--- src/rtl/mips_pkg.sv ---
// Shared constants and FSM state type for the micro MIPS register-file access path.
package mips_pkg;
    localparam int AW = 5;
    localparam int DW = 32;
    localparam logic [AW-1:0] REG_ZERO = 5'd0;

    typedef enum logic {
        RUN   = 1'b0,
        DRAIN = 1'b1
    } st_e;
endpackage

--- src/rtl/wb_fifo.sv ---
// Write-back buffer: power-of-two FIFO with wrap-bit pointers and a per-entry
// address match vector so the arbiter can spot reads that would bypass a pending write.
module wb_fifo #(
    parameter int DEPTH = 2,
    parameter int AW    = 5,
    parameter int DW    = 32
) (
    input  logic             clk,
    input  logic             res,
    input  logic             push,
    input  logic [AW-1:0]    push_addr,
    input  logic [DW-1:0]    push_data,
    input  logic             pop,
    input  logic [AW-1:0]    cmp_a1,
    input  logic [AW-1:0]    cmp_a2,
    output logic             full,
    output logic             empty,
    output logic [AW-1:0]    head_addr,
    output logic [DW-1:0]    head_data,
    output logic [DEPTH-1:0] match1,
    output logic [DEPTH-1:0] match2
);
    localparam int IW = $clog2(DEPTH);
    localparam int PW = IW + 1;

    logic [PW-1:0] wr_ptr;
    logic [PW-1:0] rd_ptr;
    logic [PW-1:0] count;
    logic [IW-1:0] offs;
    logic [AW-1:0] addr_mem [DEPTH];
    logic [DW-1:0] data_mem [DEPTH];

    assign count     = wr_ptr - rd_ptr;
    assign empty     = (wr_ptr == rd_ptr);
    assign full      = (wr_ptr[IW] != rd_ptr[IW]) && (wr_ptr[IW-1:0] == rd_ptr[IW-1:0]);
    assign head_addr = addr_mem[rd_ptr[IW-1:0]];
    assign head_data = data_mem[rd_ptr[IW-1:0]];

    // An entry is live when its distance from the head is below the occupancy.
    always_comb begin
        match1 = '0;
        match2 = '0;
        offs   = '0;
        for (int i = 0; i < DEPTH; i++) begin
            offs      = IW'(i) - rd_ptr[IW-1:0];
            match1[i] = ({1'b0, offs} < count) && (addr_mem[i] == cmp_a1);
            match2[i] = ({1'b0, offs} < count) && (addr_mem[i] == cmp_a2);
        end
    end

    always_ff @(posedge clk) begin
        if (res) begin
            wr_ptr <= '0;
            rd_ptr <= '0;
        end else begin
            if (push && !full) wr_ptr <= wr_ptr + PW'(1);
            if (pop && !empty) rd_ptr <= rd_ptr + PW'(1);
        end
    end

    always_ff @(posedge clk) begin
        if (push && !full) begin
            addr_mem[wr_ptr[IW-1:0]] <= push_addr;
            data_mem[wr_ptr[IW-1:0]] <= push_data;
        end
    end
endmodule

--- src/rtl/reg_access_ctrl.sv ---
// Merges decode operand reads and buffered write-backs onto the single register-file port,
// stalling reads that would overtake a pending write and forcing $zero reads to 0.
// Handshakes: a transfer occurs on a cycle where valid and ready are both high; valid
// holds until accepted, ready may depend combinationally on valid; rd_rsp_valid has no backpressure.
module reg_access_ctrl #(
    parameter int WB_DEPTH = 2,
    parameter int AW       = 5,
    parameter int DW       = 32
) (
    input  logic          clk,
    input  logic          res,
    input  logic          rd_req_valid,
    output logic          rd_req_ready,
    input  logic [AW-1:0] rd_a1,
    input  logic [AW-1:0] rd_a2,
    output logic          rd_rsp_valid,
    output logic [DW-1:0] rd_rsp_d1,
    output logic [DW-1:0] rd_rsp_d2,
    input  logic          wb_valid,
    output logic          wb_ready,
    input  logic [AW-1:0] wb_addr,
    input  logic [DW-1:0] wb_data,
    output logic [AW-1:0] rf_a1,
    output logic [AW-1:0] rf_a2,
    output logic [AW-1:0] rf_a3,
    output logic [DW-1:0] rf_wd3,
    output logic          rf_we,
    input  logic [DW-1:0] rf_rd1,
    input  logic [DW-1:0] rf_rd2,
    output mips_pkg::st_e dbg_st
);
    import mips_pkg::*;

    localparam logic [AW-1:0] ZERO_A = AW'(REG_ZERO);

    st_e st, st_nxt;
    logic full, empty;
    logic [AW-1:0] head_addr;
    logic [DW-1:0] head_data;
    logic [WB_DEPTH-1:0] m1, m2;
    logic wb_acc, wb_push, hit1, hit2, hazard;
    logic issue_wr, issue_rd;
    logic rsp_pend, z1, z2, popped_q;

    assign wb_ready = !res && !full;
    assign wb_acc   = wb_valid && wb_ready;
    // Writes to $zero complete the handshake but never reach the register file.
    assign wb_push  = wb_acc && (wb_addr != ZERO_A);

    wb_fifo #(.DEPTH(WB_DEPTH), .AW(AW), .DW(DW)) u_fifo (
        .clk       (clk),
        .res       (res),
        .push      (wb_push),
        .push_addr (wb_addr),
        .push_data (wb_data),
        .pop       (rf_we),
        .cmp_a1    (rd_a1),
        .cmp_a2    (rd_a2),
        .full      (full),
        .empty     (empty),
        .head_addr (head_addr),
        .head_data (head_data),
        .match1    (m1),
        .match2    (m2)
    );

    assign hit1   = (rd_a1 != ZERO_A) && ((|m1) || (wb_acc && (wb_addr == rd_a1)));
    assign hit2   = (rd_a2 != ZERO_A) && ((|m2) || (wb_acc && (wb_addr == rd_a2)));
    assign hazard = rd_req_valid && (hit1 || hit2);

    always_comb begin
        st_nxt   = st;
        issue_wr = 1'b0;
        issue_rd = 1'b0;
        case (st)
            RUN: begin
                issue_wr = !empty && (full || hazard || !rd_req_valid);
                issue_rd = rd_req_valid && !issue_wr && !hazard;
                if (hazard && !empty) st_nxt = DRAIN;
            end
            DRAIN: begin
                issue_wr = !empty;
                // Re-evaluate the hazard once the previous pop has landed.
                if (!hazard && (popped_q || empty)) st_nxt = RUN;
            end
            default: st_nxt = RUN;
        endcase
    end

    always_ff @(posedge clk) begin
        if (res) begin
            st       <= RUN;
            rsp_pend <= 1'b0;
            z1       <= 1'b0;
            z2       <= 1'b0;
            popped_q <= 1'b0;
        end else begin
            st       <= st_nxt;
            rsp_pend <= issue_rd;
            popped_q <= issue_wr;
            if (issue_rd) begin
                z1 <= (rd_a1 == ZERO_A);
                z2 <= (rd_a2 == ZERO_A);
            end
        end
    end

    assign rf_we        = issue_wr && !res;
    assign rd_req_ready = issue_rd && !res;
    assign rf_a1        = res ? '0 : rd_a1;
    assign rf_a2        = res ? '0 : rd_a2;
    assign rf_a3        = res ? '0 : head_addr;
    assign rf_wd3       = res ? '0 : head_data;
    assign rd_rsp_valid = rsp_pend && !res;
    assign rd_rsp_d1    = (res || z1) ? '0 : rf_rd1;
    assign rd_rsp_d2    = (res || z2) ? '0 : rf_rd2;
    assign dbg_st       = st;
endmodule

--- config.mk ---
export PLATFORM = sky130hd
export DESIGN_NAME = reg_access_ctrl
export DESIGN_NICKNAME = d
export VERILOG_FILES = /design/src/rtl/mips_pkg.sv /design/src/rtl/wb_fifo.sv /design/src/rtl/reg_access_ctrl.sv
export SDC_FILE = /design/constraint.sdc
export NUM_CORES = 1
export LEC_CHECK = 0
export CORE_ASPECT_RATIO = 1.4
export CORE_UTILIZATION = 38
export CTS_CLUSTER_SIZE = 25
export DETAILED_ROUTE_END_ITERATION = 8
export GPL_TIMING_DRIVEN = 0
export HOLD_SLACK_MARGIN = 0.02
export PLACE_DENSITY = 0.82
export SLEW_MARGIN = 5
export SYNTH_ARGS = -nofsm -noshare
export SYNTH_HDL_FRONTEND = slang
export SYNTH_SLANG_ARGS = --single-unit
--- constraint.sdc ---
create_clock -name clk -period 3.3 [get_ports clk]
set_clock_uncertainty 0.2 [all_clocks]
set_input_delay 0.33 -clock clk [delete_from_list [all_inputs] [get_ports clk]]
set_output_delay 0.33 -clock clk [all_outputs]
set_load 0.005 [all_outputs]
==> results.sh <==
export IMPL_vdd_ir_drop_max_mv=0.487
export IMPL_clk_latency_ns=0.33
export IMPL_crit_path_start_kind="flop"
export IMPL_grt_max_degree=24
export IMPL_synth_area_leader_cell="edfxtp_1"
export IMPL_worstPathArrival_ns=2.58
export IMPL_path_delay_family="compound AO/OA/AOI/OAI gates"
export IMPL_syn_to_final_growth_pct=70.1
export IMPL_hold_viol=0
export IMPL_async_flop_share_pct=0
export IMPL_dieArea_mm2=0.0114
export IMPL_drt_total_wl_mm=11.9
export IMPL_critPathCaptureType="output pin"
export IMPL_stdcell_count=737
export IMPL_grt_pass1_vias=3562
export IMPL_power_density_mw_per_mm2=448
export IMPL_avgSynthCellArea_um2=12.1
export IMPL_synth_common_cells="74 x edfxtp_1, 66 x and2_1, 46 x nor2_1, 39 x mux2i_1, 20 x xnor2_1"
export IMPL_hp_start="z1$_SDFFE_PP0P_"
export IMPL_num_rows=44
export IMPL_placed_cell_area_mm2=0.00670
export IMPL_io_pins=231
export IMPL_post_route_min_period_ns=3.11
export IMPL_die_y_um=126
export IMPL_hold_buffers=0
export IMPL_synth_top_cell_area_share_pct=53.2
export IMPL_antenna_cells=0
export IMPL_seq_area_frac_synth_pct=58.0
export IMPL_grtUsageMet2_pct=38.9
export IMPL_relSlewSlack_pct=47.6
export IMPL_grt_pass1_wl_mm=17.9
export IMPL_dp_hpwl_mm=9.45
export IMPL_cts_tree="done"
export IMPL_gp_congestion=0.893
export IMPL_setup_viol=0
export IMPL_layout_drive_gt1_share_pct=6.68
export IMPL_critPathKind="reg -> out"
export IMPL_critPathMaxStageDelay_ns=0.52
export IMPL_status="complete, no violations"
export IMPL_timing_rr_start="u_fifo.wr_ptr[1]$_SDFFE_PP0P_"
export IMPL_grt_busiest_layer="met2"
export IMPL_power_frac_clock_pct=35.8
export IMPL_synthesis_nets=464
export IMPL_ys_warn_count=0
export IMPL_numCtsBuffers=9
export IMPL_clock_sinks=84
export IMPL_final_nets=712
export IMPL_synth_edff_count=74
export IMPL_grt_use_met1_pct=21.7
export IMPL_yosys_top_cells_area="edfxtp_1 53%, and2_1 9.9%, mux2i_1 9.3%, dfxtp_1 4.8%, xnor2_1 4.2%"
export IMPL_clock_path_buffers=2
export IMPL_cp_max_fo=3
export IMPL_cpMaxStageDelayCell="clkdlybuf4s50_1"
export IMPL_fmax_mhz=321
export IMPL_r2r_end="u_fifo.rd_ptr[1]$_SDFFE_PP0P_"
export IMPL_worstPathRequired_ns=2.77
export IMPL_switching_share_pct=23.5
export IMPL_drc_errors=0
export IMPL_finalMaxSlewViolations=0
export IMPL_min_to="z1$_SDFFE_PP0P_"
export IMPL_ys_seq_elements=84
export IMPL_wl_per_cell_um=16.1
export IMPL_power_switching_uw=749
export IMPL_antenna_found_initial=1
export IMPL_post_drt_via_cell_ratio=4.75
export IMPL_power_leakage_uw=0.00251
export IMPL_cts_root_buf="clkbuf_16"
export IMPL_p_comb_share_pct=25.3
export IMPL_drt_iter0_drc=184
export IMPL_vias=3503
export IMPL_grt_met3_usage_pct=4.77
export IMPL_min_path_cells=2
export IMPL_min_path_type="reg -> reg"
export IMPL_overflow=0
export IMPL_path_cells="xor2_2 -> inv_2 -> ha_1 -> o21ai_0 -> o32a_1 -> a21oi_2 -> a211oi_4 -> nor2b_1 -> clkdlybuf4s50_1"
export IMPL_path_clk_slew_ns=0.06
export IMPL_port_buffers=229
export IMPL_fp_coreArea_mm2=0.0105
export IMPL_final_area_mm2=0.00711
export IMPL_dp_cells=715
export IMPL_maxCapViolCount=0
export IMPL_synthFlopType="edfxtp_1"
export IMPL_tightest_slew_ns=0.786
export IMPL_synth_area_mm2=0.00418
export IMPL_r2r_slack_ns=0.72
export IMPL_drt_pre_antenna_iters=4
export IMPL_fp_dieW_um=90.6
export IMPL_yosysMostFrequentCell="edfxtp_1"
export IMPL_h_tree_depth=3
export IMPL_ant_nets=0
export IMPL_min_period_over_period_pct=94.3
export IMPL_syn_inst=346
export IMPL_intPower_uw=2440
export IMPL_track_usage_pct=20.5
export IMPL_seq_power_share_pct=38.8
export IMPL_netlist_cell_type_count=35
export IMPL_grt_setup_unrepaired="no"
export IMPL_finalPower_uw=3190
export IMPL_path_buf_inv=2
export IMPL_r2r_cells=11
export IMPL_initial_utilization_pct=39.7
==> layout by cell type (no fill, tap or decap), types with 3 or more instances in the layout <==
master,n
a21oi_1,4
a21oi_2,3
and2_1,64
buf_4,6
bufinv_16,3
clkbuf_1,13
clkbuf_16,9
clkbuf_2,3
clkdlybuf4s50_1,225
dfxtp_1,10
edfxtp_1,74
inv_1,3
inv_6,3
mux2i_1,39
nand2_1,3
nand4_1,5
nor2_1,46
nor2b_1,15
xnor2_1,20
xor2_1,12
==> power by group through the flow <==
stage	Combinational, uW	Clock, uW	Sequential [uW]
detailed placement	790	0	1260
global placement	766	0	1260
CTS	808	1160	1240
finish	808	1140	1240
global route	868	1200	1240
floorplan	343	0	1260
==> layout make-up <==
| class | instances | area [um2] |
|---|---|---|
| fill | 790 | 3400 |
| sequential | 84 | 2420 |
| timing repair buffer | 237 | 2390 |
| multi-input combinational | 240 | 1690 |
| clock buffer | 9 | 225 |
| tap | 138 | 173 |
| clock inverter | 7 | 120 |
| buffer | 17 | 67.6 |
| inverter | 5 | 18.8 |
==> cell families (layout without fill, tap and decap cells) <==
kind of cell	Yosys count	count (layout)	share of synthesized area [%]
flops	84	84	58.0
compound gates	13	13	2.34
mux	41	41	9.88
buf+inv	22	275	1.98
fa+ha+maj	3	3	0.898
xor+xnor	33	33	7.10
simple gates	150	150	19.9
==> stage by stage <==
stage	utilization [%]	setup slack (ns)	hold WS [ns]	TNS (ns)
after floorplan	-	0.611	0.229	0
after global placement	63.2	-0.104	0.275	-1.74
after detailed placement	63.7	-0.118	0.292	-0.118
after CTS	67.4	0.0222	0.309	0
after global routing	67.6	0.107	0.353	0
final	67.6	0.189	0.303	0
==> repair_timing <==
action / 4_1_cts / 5_1_grt
setup buffers: 4 / 2
pin swaps: 3 / 3
hold endpoints to repair: 0 / 0
resized for setup: 4 / 9
setup endpoints to repair: 2 / 20
==> worst reg2reg max path: cells and delay by family (launching register included) <==
family | cells | cell delay [ns]
buffers and inverters | 3 | 0.37
xor gates and xnor gates | 1 | 0.19
AOI/OAI and AO/OA | 5 | 0.72
and+or+nand+nor | 1 | 0.35
adders and majority gates | 1 | 0.30
DFF | 1 | 0.39
==> sequential cells by signal (all words and copies together), names as in the netlist, named ones only <==
name             cells
z2                   1
u_fifo.addr_mem     10
u_fifo.rd_ptr        2
dbg_st               1
u_fifo.wr_ptr        2
u_fifo.data_mem     64
rsp_pend             1
z1                   1
popped_q             1
==> worst max-delay path by stage <==
| stage | start | to | slack [ns] | cells after the start |
|---|---|---|---|---|
| finish | u_fifo.wr_ptr[1]$_SDFFE_PP0P_ | rd_req_ready | 0.19 | 9 |
| detailed placement | rd_a1[3] | rf_we | -0.12 | 9 |
| global placement | rd_a1[3] | rf_we | -0.10 | 9 |
| global route | u_fifo.wr_ptr[1]$_SDFFE_PP0P_ | rd_req_ready | 0.11 | 9 |
| CTS | flop | rf_wd3[30] | 0.02 | 5 |
| floorplan | u_fifo.rd_ptr[0]$_SDFFE_PP0P_ | u_fifo.addr_mem[1][0]$_DFFE_PP_ | 0.61 | 5 |
==> routing by layer <==
layer / vias up / share of wire, %
met5: - / 0
met2: 173 / 54
li1: 1685 / -
met3: 17 / 7.7
met4: 0 / 1.8
met1: 1628 / 36
Note: power is estimated with default switching activity, not from simulation.
